**config.mk**
```make
export PLATFORM = sky130hd
export DESIGN_NAME = tc_pl_cap_gain_dac_arb_flat
export DESIGN_NICKNAME = d
export VERILOG_FILES = /design/src/rtl/tc_pl_cap_gain_dac_arb_if.sv /design/src/rtl/tc_pl_cap_gain_dac_arb.sv /design/src/flat_wrapper.sv
export SDC_FILE = /design/constraint.sdc
export NUM_CORES = 1
export LEC_CHECK = 0
export ABC_AREA = 1
export BUFFER_PORTS_ARGS = -buffer_cell sky130_fd_sc_hd__buf_2
export CORE_MARGIN = 4
export CORE_UTILIZATION = 41
export DETAILED_ROUTE_END_ITERATION = 10
export HOLD_SLACK_MARGIN = 0.15
export MAX_ROUTING_LAYER = met4
export PLACE_DENSITY = 0.85
export SYNTH_ARGS = -nofsm -noshare
export SYNTH_HDL_FRONTEND = slang
export SYNTH_SLANG_ARGS = --single-unit
```
**constraint.sdc**
```tcl
create_clock -name clk -period 1.75 [get_ports clk]
set_clock_uncertainty 0.15 [all_clocks]
set_input_delay 0.175 -clock clk [delete_from_list [all_inputs] [get_ports clk]]
set_output_delay 0.175 -clock clk [all_outputs]
set_load 0.01 [all_outputs]
```
**src/rtl/tc_pl_cap_gain_dac_arb_if.sv**
```systemverilog
// ---------------------------------------------------------------------------
// tc_pl_cap_gain_dac_arb_if
//
// Purpose: bundles the requester side (per-channel gain-set sequencers) and
// the DAC driver side of the gain-DAC arbiter into one interface.
//
// Signals:
//   req_en     CHN_NUM        per-requester level request
//   req_value  CHN_NUM*DAC_W  requester i's command on [i*DAC_W +: DAC_W]
//   req_cmpt   CHN_NUM        one-cycle completion pulse to the granted requester
//   dac_value  DAC_W          command word presented to the DAC driver
//   dac_en     1              driver start level
//   dac_cmpt   1              driver done pulse
//   busy       1              arbiter not idle
//   grant_id   ID_W           current or most recent grant index
//   dac_err    1              sticky watchdog flag
//
// Modports:
//   master  requesters + driver (drive req_*, dac_cmpt)
//   slave   the arbiter itself
// ---------------------------------------------------------------------------
interface tc_pl_cap_gain_dac_arb_if #(
  parameter int CHN_NUM = 4,
  parameter int DAC_W   = 24,
  parameter int ID_W    = 2
);
  logic [CHN_NUM-1:0]       req_en;
  logic [CHN_NUM*DAC_W-1:0] req_value;
  logic [CHN_NUM-1:0]       req_cmpt;
  logic [DAC_W-1:0]         dac_value;
  logic                     dac_en;
  logic                     dac_cmpt;
  logic                     busy;
  logic [ID_W-1:0]          grant_id;
  logic                     dac_err;

  modport master (
    output req_en, req_value, dac_cmpt,
    input  req_cmpt, dac_value, dac_en, busy, grant_id, dac_err
  );

  modport slave (
    input  req_en, req_value, dac_cmpt,
    output req_cmpt, dac_value, dac_en, busy, grant_id, dac_err
  );
endinterface

```
**src/rtl/tc_pl_cap_gain_dac_arb.sv**
```systemverilog
// ---------------------------------------------------------------------------
// tc_pl_cap_gain_dac_arb
//
// Purpose: round-robin arbiter sharing the single gain-DAC serial driver
// between CHN_NUM gain-set channel sequencers. One command word at a time is
// latched and forwarded over dac_en/dac_value/dac_cmpt; the granted requester
// gets a one-cycle req_cmpt pulse when the driver finishes, and the arbiter
// then waits for that requester to drop req_en before granting again.
//
// Ports:
//   clk   system clock
//   rst   synchronous active-high reset
//   bus   tc_pl_cap_gain_dac_arb_if.slave (requester + driver handshakes)
//
// Optional feature (macro DAC_ARB_TIMEOUT_EN):
//   defined     -> a watchdog abandons a transfer after TIMEOUT_CYC cycles in
//                  S_WAIT without dac_cmpt, sets sticky dac_err and moves on.
//   not defined -> S_WAIT waits indefinitely, dac_err is tied low.
// ---------------------------------------------------------------------------
module tc_pl_cap_gain_dac_arb #(
  parameter int CHN_NUM     = 4,
  parameter int DAC_W       = 24,
  parameter int ID_W        = 2,
  parameter int TIMEOUT_CYC = 4096
) (
  input  logic                     clk,
  input  logic                     rst,
  tc_pl_cap_gain_dac_arb_if.slave  bus
);

  // Elaboration-time sanity on the parameter set.
  if ((2 ** ID_W) < CHN_NUM || CHN_NUM < 2 || TIMEOUT_CYC < 1) begin : g_bad_params
    $error("tc_pl_cap_gain_dac_arb: illegal CHN_NUM/ID_W/TIMEOUT_CYC combination");
  end

  typedef enum logic [1:0] {
    S_IDLE = 2'd0,
    S_WAIT = 2'd1,
    S_REL  = 2'd2
  } state_t;

  state_t             state, state_d;
  logic               dac_en_q, dac_en_d;
  logic [DAC_W-1:0]   dac_value_q, dac_value_d;
  logic [CHN_NUM-1:0] req_cmpt_q, req_cmpt_d;
  logic [ID_W-1:0]    grant_q, grant_d;
  logic [ID_W-1:0]    rr_ptr_q, rr_ptr_d;

  // Winner selection and helpers derived from the current grant.
  logic [2*CHN_NUM-1:0] req_dbl;
  logic [CHN_NUM-1:0]   req_rot;
  logic [ID_W:0]        scan_idx;
  logic [ID_W-1:0]      winner;
  logic                 winner_vld;
  logic [DAC_W-1:0]     win_value;
  logic [CHN_NUM-1:0]   grant_onehot;
  logic                 grant_req;
  logic [ID_W-1:0]      next_ptr;

`ifdef DAC_ARB_TIMEOUT_EN
  localparam int TO_W = $clog2(TIMEOUT_CYC + 1);
  logic [TO_W-1:0] to_cnt_q, to_cnt_d;
  logic            to_hit;
  logic            dac_err_q, dac_err_d;

  assign to_hit = (to_cnt_q == TO_W'(TIMEOUT_CYC - 1));
`endif

  // Rotating the doubled request vector right by rr_ptr puts channel
  // (rr_ptr + k) mod CHN_NUM at bit k, so the lowest set bit is the winner.
  assign req_dbl = {bus.req_en, bus.req_en} >> rr_ptr_q;
  assign req_rot = req_dbl[CHN_NUM-1:0];

  always_comb begin
    winner     = '0;
    winner_vld = 1'b0;
    scan_idx   = '0;
    // Scan from the far end so the nearest pending channel is assigned last.
    for (int k = CHN_NUM - 1; k >= 0; k--) begin
      if (req_rot[k]) begin
        scan_idx = {1'b0, rr_ptr_q} + (ID_W + 1)'(k);
        if (scan_idx >= (ID_W + 1)'(CHN_NUM)) begin
          scan_idx = scan_idx - (ID_W + 1)'(CHN_NUM);
        end
        winner     = scan_idx[ID_W-1:0];
        winner_vld = 1'b1;
      end
    end
  end

  always_comb begin
    win_value    = '0;
    grant_onehot = '0;
    grant_req    = 1'b0;
    for (int k = 0; k < CHN_NUM; k++) begin
      if (winner == ID_W'(k)) begin
        win_value = bus.req_value[k*DAC_W +: DAC_W];
      end
      if (grant_q == ID_W'(k)) begin
        grant_onehot[k] = 1'b1;
        grant_req       = bus.req_en[k];
      end
    end
  end

  assign next_ptr = (grant_q == ID_W'(CHN_NUM - 1)) ? '0 : grant_q + 1'b1;

  // State and datapath registers.
  always_ff @(posedge clk) begin
    // NOTE: registers take non-blocking assignments so every flop samples
    // pre-edge values regardless of statement order.
    if (rst) begin
      state       <= S_IDLE;
      dac_en_q    <= 1'b0;
      dac_value_q <= '0;
      req_cmpt_q  <= '0;
      grant_q     <= '0;
      rr_ptr_q    <= '0;
`ifdef DAC_ARB_TIMEOUT_EN
      to_cnt_q    <= '0;
      dac_err_q   <= 1'b0;
`endif
    end else begin
      state       <= state_d;
      dac_en_q    <= dac_en_d;
      dac_value_q <= dac_value_d;
      req_cmpt_q  <= req_cmpt_d;
      grant_q     <= grant_d;
      rr_ptr_q    <= rr_ptr_d;
`ifdef DAC_ARB_TIMEOUT_EN
      to_cnt_q    <= to_cnt_d;
      dac_err_q   <= dac_err_d;
`endif
    end
  end

  // Next-state and next-output logic.
  always_comb begin
    // NOTE: every target gets a default before the case so no path leaves a
    // value unassigned, which would infer a latch.
    state_d     = state;
    dac_en_d    = dac_en_q;
    dac_value_d = dac_value_q;
    req_cmpt_d  = '0;            // completion is a single-cycle pulse
    grant_d     = grant_q;
    rr_ptr_d    = rr_ptr_q;
`ifdef DAC_ARB_TIMEOUT_EN
    to_cnt_d    = to_cnt_q;
    dac_err_d   = dac_err_q;
`endif

    unique case (state)
      S_IDLE: begin
        if (winner_vld) begin
          dac_value_d = win_value;
          dac_en_d    = 1'b1;
          grant_d     = winner;
          state_d     = S_WAIT;
`ifdef DAC_ARB_TIMEOUT_EN
          to_cnt_d    = '0;
`endif
        end
      end

      S_WAIT: begin
        // The transfer is atomic: a requester withdrawing here only loses
        // its completion pulse, the driver is never cut short.
        if (bus.dac_cmpt) begin
          dac_en_d = 1'b0;
          rr_ptr_d = next_ptr;
          if (grant_req) begin
            req_cmpt_d = grant_onehot;
            state_d    = S_REL;
          end else begin
            state_d    = S_IDLE;
          end
        end
`ifdef DAC_ARB_TIMEOUT_EN
        else if (to_hit) begin
          // Give up on the driver; the requester stays pending.
          dac_en_d  = 1'b0;
          dac_err_d = 1'b1;
          rr_ptr_d  = next_ptr;
          state_d   = S_IDLE;
        end else begin
          to_cnt_d  = to_cnt_q + 1'b1;
        end
`endif
      end

      S_REL: begin
        // Hold off until the served requester lowers its enable so a stale
        // level is never mistaken for a new request.
        if (!grant_req) begin
          state_d = S_IDLE;
        end
      end

      default: state_d = S_IDLE;
    endcase
  end

  assign bus.dac_en    = dac_en_q;
  assign bus.dac_value = dac_value_q;
  assign bus.req_cmpt  = req_cmpt_q;
  assign bus.grant_id  = grant_q;
  assign bus.busy      = (state != S_IDLE);
`ifdef DAC_ARB_TIMEOUT_EN
  assign bus.dac_err   = dac_err_q;
`else
  assign bus.dac_err   = 1'b0;
`endif

endmodule

```
**src/flat_wrapper.sv**
```systemverilog
// flat-port wrapper written by rule: the top's interface ports become plain ports
module tc_pl_cap_gain_dac_arb_flat 
#(
  parameter int CHN_NUM     = 4,
  parameter int DAC_W       = 24,
  parameter int ID_W        = 2,
  parameter int TIMEOUT_CYC = 4096
)
  (clk, rst, bus_req_en, bus_req_value, bus_dac_cmpt, bus_req_cmpt, bus_dac_value, bus_dac_en, bus_busy, bus_grant_id, bus_dac_err);
  tc_pl_cap_gain_dac_arb_if #(.CHN_NUM(CHN_NUM), .DAC_W(DAC_W), .ID_W(ID_W)) bus_i ();
  input  logic clk;
  input  logic rst;
  input wire logic [$bits(bus_i.req_en)-1:0] bus_req_en;
  input wire logic [$bits(bus_i.req_value)-1:0] bus_req_value;
  input wire logic [$bits(bus_i.dac_cmpt)-1:0] bus_dac_cmpt;
  output wire logic [$bits(bus_i.req_cmpt)-1:0] bus_req_cmpt;
  output wire logic [$bits(bus_i.dac_value)-1:0] bus_dac_value;
  output wire logic [$bits(bus_i.dac_en)-1:0] bus_dac_en;
  output wire logic [$bits(bus_i.busy)-1:0] bus_busy;
  output wire logic [$bits(bus_i.grant_id)-1:0] bus_grant_id;
  output wire logic [$bits(bus_i.dac_err)-1:0] bus_dac_err;
  assign bus_i.req_en = bus_req_en;
  assign bus_i.req_value = bus_req_value;
  assign bus_i.dac_cmpt = bus_dac_cmpt;
  assign bus_req_cmpt = bus_i.req_cmpt;
  assign bus_dac_value = bus_i.dac_value;
  assign bus_dac_en = bus_i.dac_en;
  assign bus_busy = bus_i.busy;
  assign bus_grant_id = bus_i.grant_id;
  assign bus_dac_err = bus_i.dac_err;
  tc_pl_cap_gain_dac_arb #(.CHN_NUM(CHN_NUM), .DAC_W(DAC_W), .ID_W(ID_W), .TIMEOUT_CYC(TIMEOUT_CYC)) u_core (.clk(clk), .rst(rst), .bus(bus_i));
endmodule
```
## Word-level counts from Yosys, hierarchy flattened

Index checks and enable logic that the tools add are counted.
W data, S select, Z words.

| storage, ports and cells | value |
|---|---|
| logic and storage cells | 76 |
| output and inout bits | 33 |
| register bits | 35 |

| cells by class | value |
|---|---|
| order comparisons | 4 |
| reduce and logical (&&, ||, !) cells | 10 |
| equal/unequal tests | 11 |
| shift operators | 1 |
| mux-type cells | 33 |
| $add $sub $neg | 8 |
| bitwise gates (word level) | 3 |

Operators with widths:

| kind | number |
|---|---|
| $mux W24 | 4 |
| $mux W2 | 13 |
| $mux W1 | 14 |
| $eq A2 B2 Y1 const B | 5 |
| $ge A3 B3 Y1 const B | 3 |
| $shr A8 B2 Y4 | 1 |
| $sub A2 B1 Y2 const B | 4 |
| $add A2 B2 Y3 const B | 2 |
| $eq A2 B1 Y1 const B | 3 |
| $logic_not A2 Y1 | 3 |
| $pmux W2 S3 | 1 |
| $reduce_and A3 Y1 | 2 |
| $ne A2 B2 Y1 const B | 2 |
| $reduce_and A2 Y1 | 2 |
| $reduce_bool A2 Y1 | 2 |
| $reduce_or A4 Y1 | 1 |
| $add A2 B1 Y3 const B | 1 |
| $ge A2 B3 Y1 const B | 1 |
| $not A1 Y1 | 3 |
| $add A2 B1 Y2 const B | 1 |
| $ne A2 B1 Y1 const B | 1 |
| $pmux W1 S2 | 1 |

## Depth between registers and ports, before layout

Gate-level depths: netlist of the first run.

| depth | value |
|---|---|
| depth in word-level cells | 12 |
| depth in mapped cells | 17 |
| mapped depth without buffers | 15 |

## Worst setup path before layout of the first run

Ideal clock, no wire load.

| path | value |
|---|---|
| path type | register -> register |
| from | register u_core.rr_ptr_q[0] |
| to | register u_core.dac_value_q[7] (netlist: u_core.bus.dac_value[7]) |
| required time | 1.462 ns |
| cell stages (with the launch flop) | 17 |
| clock period less this slack | 1.823 ns |
| library setup time | 0.138 ns |
| path slack | -0.073 ns |
| data arrival time | 1.534 ns |
| buffers on the path | 2 |
| path through | dfxtp_1 -> buf_6 -> inv_6 -> nand2_4 -> nand3_4 -> nand2_1 -> inv_2 -> nand2_1 -> nand2_1 -> nand2_2 -> inv_2 -> buf_6 -> or2_0 -> nand3_1 -> nand2_1 -> nand2_1 -> a21oi_1 |

| between the ends | value |
|---|---|
| word-level cells in the longest chain between the ends | 12 |

Ends and longest elaborated chain:

| element | line | RTL |
|---|---|---|
| from (decl) | tc_pl_cap_gain_dac_arb.sv:47 | `logic [ID_W-1:0] rr_ptr_q, rr_ptr_d;` |
| from (signal assigned) | tc_pl_cap_gain_dac_arb.sv:129 | `rr_ptr_q <= rr_ptr_d;` |
| $add A2 B2 Y3 | tc_pl_cap_gain_dac_arb.sv:81 | `scan_idx = {1'b0, rr_ptr_q} + (ID_W + 1)'(k);` |
| $ge A3 B3 Y1 or $sub A2 B1 Y2 (tied branches) | tc_pl_cap_gain_dac_arb.sv:82, tc_pl_cap_gain_dac_arb.sv:83 |  |
| $mux W2 | tc_pl_cap_gain_dac_arb.sv:82 | `if (scan_idx >= (ID_W + 1)'(CHN_NUM)) begin` |
| $mux W2 (4 in a row) | tc_pl_cap_gain_dac_arb.sv:80 | `if (req_rot[k]) begin` |
| $logic_not A2 Y1 | tc_pl_cap_gain_dac_arb.sv:96 | `if (winner == ID_W'(k)) begin` |
| $mux W24 (4 in a row) | tc_pl_cap_gain_dac_arb.sv:96 |  |
| to (signal assigned) | tc_pl_cap_gain_dac_arb.sv:126 | `dac_value_q <= dac_value_d;` |
| to (decl) | tc_pl_cap_gain_dac_arb.sv:44 | `logic [DAC_W-1:0] dac_value_q, dac_value_d;` |

Parallel ways exist; a longest one is shown, timed or not.
A chain may end at the register's enable or synchronous reset.

## Final worst setup path of the first run

| path | value |
|---|---|
| from | register u_core.rr_ptr_q[0] |
| to | register u_core.dac_value_q[14] (netlist: u_core.bus.dac_value[14]) |

Same word-level chain as after synthesis.

==> out/summary.txt, run 1 <==
PWR
----------------------------------------------------------------------------------
Power per cell area                                                   1011 nW/um^2
Worst supply voltage drop on vdd                                          544.6 uV
Leakage power summed over all cells                                       2.358 nW

PLACE
----------------------------------------------------------------------------------
Count of input and output buffers                                              134
Placed insts                                                                   594
Gpl congestion                                                              0.8549
Cell Area, Placed                                                        3309 um^2
Post-detailed-placement half-perimeter wirelength                          6475 um

FLOORPLANNING
----------------------------------------------------------------------------------
Starting utilization of the core area                                       0.4351
Number of top-level pins                                                       136
Site Rows                                                                       27
Core area                                                                5642 um^2
Die boundary width                                                        85.38 um
Area enclosed by the die boundary                                        7290 um^2
Die Y                                                                     85.38 um

GRT
----------------------------------------------------------------------------------
Global-route wire length before repair                                    18860 um
Number of global-route vias before repair                                     4061
Number of antenna violations at the first check in global routing                3
Maximum number of pins on one net before global-route repair                    27
Fraction of met1 tracks used by global routing                              0.3337
Met3 layer usage reported by global route                                   0.1029
Most used routing layer                                                       met2
Met2 usage in global routing                                                0.5643
All-layer global routing usage                                              0.3353
Total congestion overflow                                                        0

LAYOUT
----------------------------------------------------------------------------------
Signed area change from the synthesized netlist to the final layout         87.77%
Multi-input gate area in the final layout                                1727 um^2
Filler cell count in the final layout                                          296
Final Core Density                                                          0.8170
Number of nets in the finished design                                          720
Final cell count without fillers                                               689
Layout cell share with drive strength beyond 1                              0.4479
Area of all placed cells without fillers                                 4609 um^2
Reg area                                                                703.2 um^2

YOSYS
----------------------------------------------------------------------------------
Number of flip-flops and latches in the synthesized netlist                     35
Fraction of registers with async set or reset after synthesis                    0
Instance count of the mapped netlist                                           381
Number of nets in the synthesized netlist                                      488
Cell variety after synth                                                        35
Post-Synthesis Cell Area                                                 2455 um^2
Synth top area share                                                        0.2854
Sequential share of the synthesized area                                    0.2854
Most frequently used cell type in the post-synthesis netlist          sky130_fd_sc_hd__nand2_1
Number of enable flip-flop cells after synthesis                                 0
Largest area contributor in the netlist                               sky130_fd_sc_hd__dfxtp_1
Warning count from the yosys run                                                 0
Dominant synthesized flop cell                                        sky130_fd_sc_hd__dfxtp_1
Synth top cells by count                                              sky130_fd_sc_hd__nand2_1, sky130_fd_sc_hd__nand3_1, sky130_fd_sc_hd__nor2_1
Top cells by area in the synthesized netlist                          sky130_fd_sc_hd__dfxtp_1, sky130_fd_sc_hd__nand3_1, sky130_fd_sc_hd__nand2_1
Post-synthesis average cell area                                        6.443 um^2

WORST SETUP PATH
----------------------------------------------------------------------------------
Ordered cell list for the critical path                               buf_6 > clkinv_8 > nand2_8 > nand2_4 > nand2_4 > nand2_4 > nor2_4 > o21ai_2 > nand2_2 > nand2_4 > buf_12 > nor2_4 > buf_12 > nand2_1 > nand3_2 > nor2_2 > nor2_1
Maximum net fanout on the critical path                                          7
Critical path data required time                                           1.81 ns
CP dominant cell by count                                             sky130_fd_sc_hd__nand2_4
Arr. time, crit path                                                       2.39 ns
Crit start category                                                      flip-flop
Class of the most critical setup path                                   reg -> reg
Maximum cell stage delay along the critical path                           0.36 ns
Cell with the largest stage delay on the worst path                   sky130_fd_sc_hd__dfxtp_2
Delay-heaviest family, CP                                             simple AND/OR/NAND/NOR gates
Crit. End Element                                                        flip-flop
Total buffers and inverters traversed by the critical path                       4

CLOCKING
----------------------------------------------------------------------------------
Root buffer cell                                                      sky130_fd_sc_hd__clkbuf_8
TritonCTS clock tree                                                          done
Max clock buf depth                                                              2
Clock latency at the later pin of the worst-skew pair                      0.30 ns
Total CTS buffers                                                                5
Number of sinks driven by the clock tree                                        35
Clock transition at the registers of the reported paths                    0.08 ns
H-Tree Depth                                                                     2

ROUTE
----------------------------------------------------------------------------------
Number of iterations in the first detailed-routing pass                          7
Initial DRC Count                                                              502
DR vias/cell                                                                 6.046
Remaining DRCs                                                                   0
Total Routed Length                                                       14180 um
Wire per inst                                                             20.58 um
Vias post-DR                                                                  4166
Detail Route Antenna Nets                                                        0

WORST HOLD PATH
----------------------------------------------------------------------------------
Min-Delay Path Class                                                     in -> reg

STA
----------------------------------------------------------------------------------
Highest clock rate                                                       430.5 MHz
Final-layout worst hold slack                                            0.1468 ns
Min Tclk post-route                                                       2.323 ns
Total negative slack for setup checks                                    -10.96 ns
Number of pins exceeding their max-slew limit in the final report                0
Period utilisation layout                                                    1.327
Fin worst setup slack                                                   -0.5728 ns
RSZ-0062 raised after global routing                                           yes
Number of setup violations in the final report                                  28
Final-report hold violation count                                                0

FLOW RUN
----------------------------------------------------------------------------------
# Max-Cap Violations                                                             0

STATUS
----------------------------------------------------------------------------------
Result of the run                                                     finished, violations left
Violations in the final reports                                       negative setup slack

## per-layer routing
layer	part of all wire	vias up
li1	-	1713
met1	0.32	1812
met2	0.47	480
met3	0.12	161
met4	0.083	0
met5	0	-
## power by group
group | total [W] | switching (W) | internal [W] | leakage (nW)
combinational | 0.00296 | 0.00171 | 0.00125 | 2.03
clock | 0.000608 | 0.000329 | 0.000279 | 0.0412
sequential | 0.00110 | 0.000127 | 0.000972 | 0.290
## kinds of logic (layout without fill, tap and decap cells)
kind of cell	Yosys count	after routing	share of synthesized area
other	1	4	0.001528
adder cells (fa/ha/maj)	4	4	0.02039
buffers and inverters	62	295	0.1386
AO/OA/AOI/OAI	43	43	0.09990
flip-flops	35	35	0.2854
XOR/XNOR	1	1	0.003568
AND/OR/NAND/NOR	235	235	0.4506
## path summary, 6_finish.rpt
kind | start | end | slack (ns) | depth (start not counted)
worst max-delay path | u_core.rr_ptr_q[0] | u_core.bus.dac_value[14] | -0.57 | 17
worst max register to register | u_core.rr_ptr_q[0] | u_core.bus.dac_value[14] | -0.57 | 17
worst min register to register | u_core.state[0] | u_core.state[1] | 0.31 | 1
worst min-delay path | bus_req_value[60] | u_core.bus.dac_value[12] | 0.15 | 5
## state kept, by name (all words and copies together), names as in the netlist
name	flops
u_core.bus.dac_en	1
u_core.bus.grant_id	2
u_core.bus.dac_value	24
u_core.rr_ptr_q	2
u_core.bus.req_cmpt	4
u_core.state	2
## timing repair
item                                    4_1_cts  5_1_grt
endpoints found under the hold margin        27        0
gates cloned                                  2        1
hold buffers                                 72        0
setup buffers                                 7        3
pin swaps                                    12       23
endpoints found under the setup margin       26       32
resized for setup                            38       55
## area by class of cell
type / instances / area share
Clock buffer: 6 / 0.01574
Timing Repair inverter: 1 / 0.001629
Sequential cell: 35 / 0.1526
Multi-Input combinational cell: 284 / 0.3746
Inverter: 35 / 0.03230
Timing Repair Buffer: 251 / 0.3993
Clock inverter: 2 / 0.002714
Antenna cell: 3 / 0.001629
Tap cell: 72 / 0.01954
## worst reg2reg max path: cells and delay by family, from the launching register on
family | cells | cell delay, ns
AND/OR/NAND/NOR | 12 | 1.14
buffers and inverters | 4 | 0.52
flip-flops | 1 | 0.36
AO/OA/AOI/OAI | 1 | 0.06
## layout by cell type (no fill, tap or decap), drive strengths merged, types with 2 or more instances in the layout
cell and instances:
dfxtp 35, diode 3, or2 4, nand3 73
nand4 16, inv 34, clkbuf 7, clkinvlp 2
a21oi 17, dlygate4sd3 72, nor2 39, buf 177
ha 4, clkinv 2, o21ai 22, nand2 101
## through the flow
step	setup slack [ns]	total power, W
floorplan	-0.06779	0.002420
global placement	-0.2785	0.003083
detailed placement	-0.4037	0.003135
CTS	-0.2496	0.004071
global route	-0.6736	0.004885
finish	-0.5728	0.004662
Note: power is estimated with default switching activity, not from simulation.
==> inputs of run 2 (changes only) <==
- CORE_UTILIZATION: 41 -> 45
- PLACE_DENSITY: 0.85 -> 0.88
- clock period: 1.75 -> 2.3 ns (I/O delays scaled with it)
==> run 2 against run 1 <==
- the flow now finishes without violations
- flip-flop and latch count is the same
- routed wire length decreased by 34%
- global-route usage down 4.9 points
- critical endpoint is now u_core.bus.dac_value[21]
==> out/summary.txt, run 2 (same netlist as run 1, synthesis figures left out) <==
CLOCKING
----------------------------------------------------------------------------------
Total CTS buffers                                                                5
Clock transition at the registers of the reported paths                    0.07 ns
H-Tree Depth                                                                     2
Root buffer cell                                                      sky130_fd_sc_hd__clkbuf_8
TritonCTS clock tree                                                          done
Max clock buf depth                                                              2
Clock latency at the later pin of the worst-skew pair                      0.29 ns
Number of sinks driven by the clock tree                                        35

WORST SETUP PATH
----------------------------------------------------------------------------------
Arr. time, crit path                                                       2.25 ns
Reg-to-reg critical path startpoint                                   u_core.rr_ptr_q[0]
Cell with the largest stage delay on the worst path                   sky130_fd_sc_hd__dfxtp_4
Critical path data required time                                           2.37 ns
Maximum net fanout on the critical path                                         20
Ordered cell list for the critical path                               xnor2_1 > nand3_1 > o21ai_1 > nand2_2 > nand2_4 > buf_4 > nand3_1 > nand3_1 > nor2_1 > nor2_1
Maximum cell stage delay along the critical path                           0.39 ns
Critical Path Source                                                  u_core.rr_ptr_q[0]
Class of the most critical setup path                                   reg -> reg
Crit start category                                                      flip-flop
CP dominant cell by count                                             sky130_fd_sc_hd__nand3_1
Crit. End Element                                                        flip-flop

STATUS
----------------------------------------------------------------------------------
Result of the run                                                        completed

WORST HOLD PATH
----------------------------------------------------------------------------------
Min-Delay Path Class                                                     in -> reg
Hold path startpoint                                                  bus_req_value[17]

PWR
----------------------------------------------------------------------------------
Int Pwr                                                                 0.001684 W
Fraction of power consumed by combinational cells                            0.520
Leakage power summed over all cells                                       1.905 nW
Share of total power in sequential cells                                     0.284
Net switching power figure                                              0.001229 W
Worst supply voltage drop on vdd                                          460.6 uV
Switching share of power                                                    0.4219
Clock power frac                                                             0.197
Power per cell area                                                   801.5 nW/um^2

PLACE
----------------------------------------------------------------------------------
Post-Place Worst Slack                                                -0.0006755 ns
Count of input and output buffers                                              134
Post-detailed-placement half-perimeter wirelength                          6215 um
Placed insts                                                                   571
Gpl congestion                                                              0.8606

ROUTE
----------------------------------------------------------------------------------
Top metal layer carrying routed signals                                       met4
Number of iterations in the first detailed-routing pass                          5
Vias post-DR                                                                  3374
Met2 routed wirelength                                                     4501 um
Initial DRC Count                                                              369
Wire per inst                                                             15.10 um
DR vias/cell                                                                 5.460
Wire length on met3                                                         839 um
Remaining DRCs                                                                   0
Total Routed Length                                                        9333 um
Post-Route M1 WL                                                           3448 um
Detail Route Antenna Nets                                                        0

FLOORPLANNING
----------------------------------------------------------------------------------
Site Rows                                                                       26
Number of top-level pins                                                       136
Area enclosed by the die boundary                                        6701 um^2
Starting utilization of the core area                                       0.4716
Die boundary width                                                        81.86 um
Die Y                                                                     81.86 um
Core area                                                                5205 um^2

FLOW RUN
----------------------------------------------------------------------------------
# Max-Cap Violations                                                             0

STA
----------------------------------------------------------------------------------
Number of pins exceeding their max-slew limit in the final report                0
Number of setup violations in the final report                                   0
Fin worst setup slack                                                    0.1111 ns
Final-layout worst hold slack                                            0.1649 ns
Total negative slack for setup checks                                         0 ns
Highest clock rate                                                       456.8 MHz
Period utilisation layout                                                   0.9517
Final-report hold violation count                                                0
Min Tclk post-route                                                       2.189 ns

LAYOUT
----------------------------------------------------------------------------------
Final cell count without fillers                                               618
Commonest cells after routing, fill and taps aside                    sky130_fd_sc_hd__buf_2, sky130_fd_sc_hd__nand2_1, sky130_fd_sc_hd__nand3_1, sky130_fd_sc_hd__dlygate4sd3_1, sky130_fd_sc_hd__nor2_1
Most common cell after layout, fill and taps aside                    sky130_fd_sc_hd__buf_2
Number of nets in the finished design                                          654
Filler cell count in the final layout                                          407
Signed area change from the synthesized netlist to the final layout         48.06%
Layout cell share with drive strength beyond 1                              0.3412
Flip-flop count of the largest register, all copies and words added             24
ANT cells                                                                        0

GRT
----------------------------------------------------------------------------------
Number of antenna violations at the first check in global routing                0
All-layer global routing usage                                              0.2864
Maximum number of pins on one net before global-route repair                    32
Number of global-route vias before repair                                     3258
Global-route wire length before repair                                    14410 um
Total congestion overflow                                                        0

run 2: cell count changes in the layout (fill, tap and decap cells not counted), moves of 4 or more:
cell / delta
sky130_fd_sc_hd__o21ai_0: +4
sky130_fd_sc_hd__nand2_2: -11
sky130_fd_sc_hd__nor2_1: +7
sky130_fd_sc_hd__nand2_4: -10
sky130_fd_sc_hd__nor2_2: -5
sky130_fd_sc_hd__nand3_2: -17
sky130_fd_sc_hd__nand3_1: +18
sky130_fd_sc_hd__dlygate4sd3_1: -34
sky130_fd_sc_hd__nand2_1: +23
sky130_fd_sc_hd__buf_4: -22
run 2: power by group through the flow:
stage / sequential, W / clock, W / combinational (W)
after CTS: 0.000821 / 0.000580 / 0.00145
after floorplan: 0.000870 / 0 / 0.000970
after global placement: 0.000828 / 0 / 0.00135
after detailed placement: 0.000833 / 0 / 0.00139
after global routing: 0.000838 / 0.000599 / 0.00167
final: 0.000826 / 0.000573 / 0.00151
run 2: area by class of cell:
| type | instances | area (um^2) | share of cell area |
|---|---|---|---|
| multi-input cells | 284 | 1416 | 0.3897 |
| repair buffers | 186 | 1169 | 0.3215 |
| flip-flops and latches | 35 | 705.7 | 0.1941 |
| inverters | 35 | 138.9 | 0.03821 |
| well taps | 70 | 87.58 | 0.02410 |
| clock buffers | 6 | 82.58 | 0.02272 |
| clock inverters | 2 | 35.03 | 0.009639 |
run 2: metrics by stage:
step	instance area (um^2)	utilization	power, W
after global routing	3635	0.6983	0.003103
after detailed placement	3109	0.5974	0.002219
after global placement	3109	0.5974	0.002179
after floorplan	2455	-	0.001840
after CTS	3608	0.6933	0.002846
final	3635	0.6983	0.002913
run 2: critical path: cells and delay by family (launching register included):
kind | cells | cell delay (ns)
and+or+nand+nor | 7 | 0.84
DFF | 1 | 0.39
xor gates and xnor gates | 1 | 0.30
buffers and inverters | 1 | 0.27
AOI/OAI and AO/OA | 1 | 0.17
run 2: layer usage:
metal,up-vias,track usage
met4,0,0.1794
met1,1488,0.3191
met3,63,0.06360
met5,-,-
li1,1578,-
met2,245,0.4628
run 2: repair_timing:
action                                  4_1_cts  5_1_grt
hold buffers                                 38        0
gates resized for setup                       1        4
pin swaps                                     0        1
endpoints found under the setup margin        3       18
endpoints found under the hold margin        14        0
setup buffers                                 0        1
run 2: path summary, 6_finish.rpt:
kind	end	slack, ns	depth (start not counted)
worst max-delay path	u_core.bus.dac_value[21]	0.11	10
worst min-delay path	u_core.bus.dac_value[17]	0.16	5
worst max register to register	u_core.bus.dac_value[21]	0.11	10
worst min register to register	u_core.state[1]	0.31	1
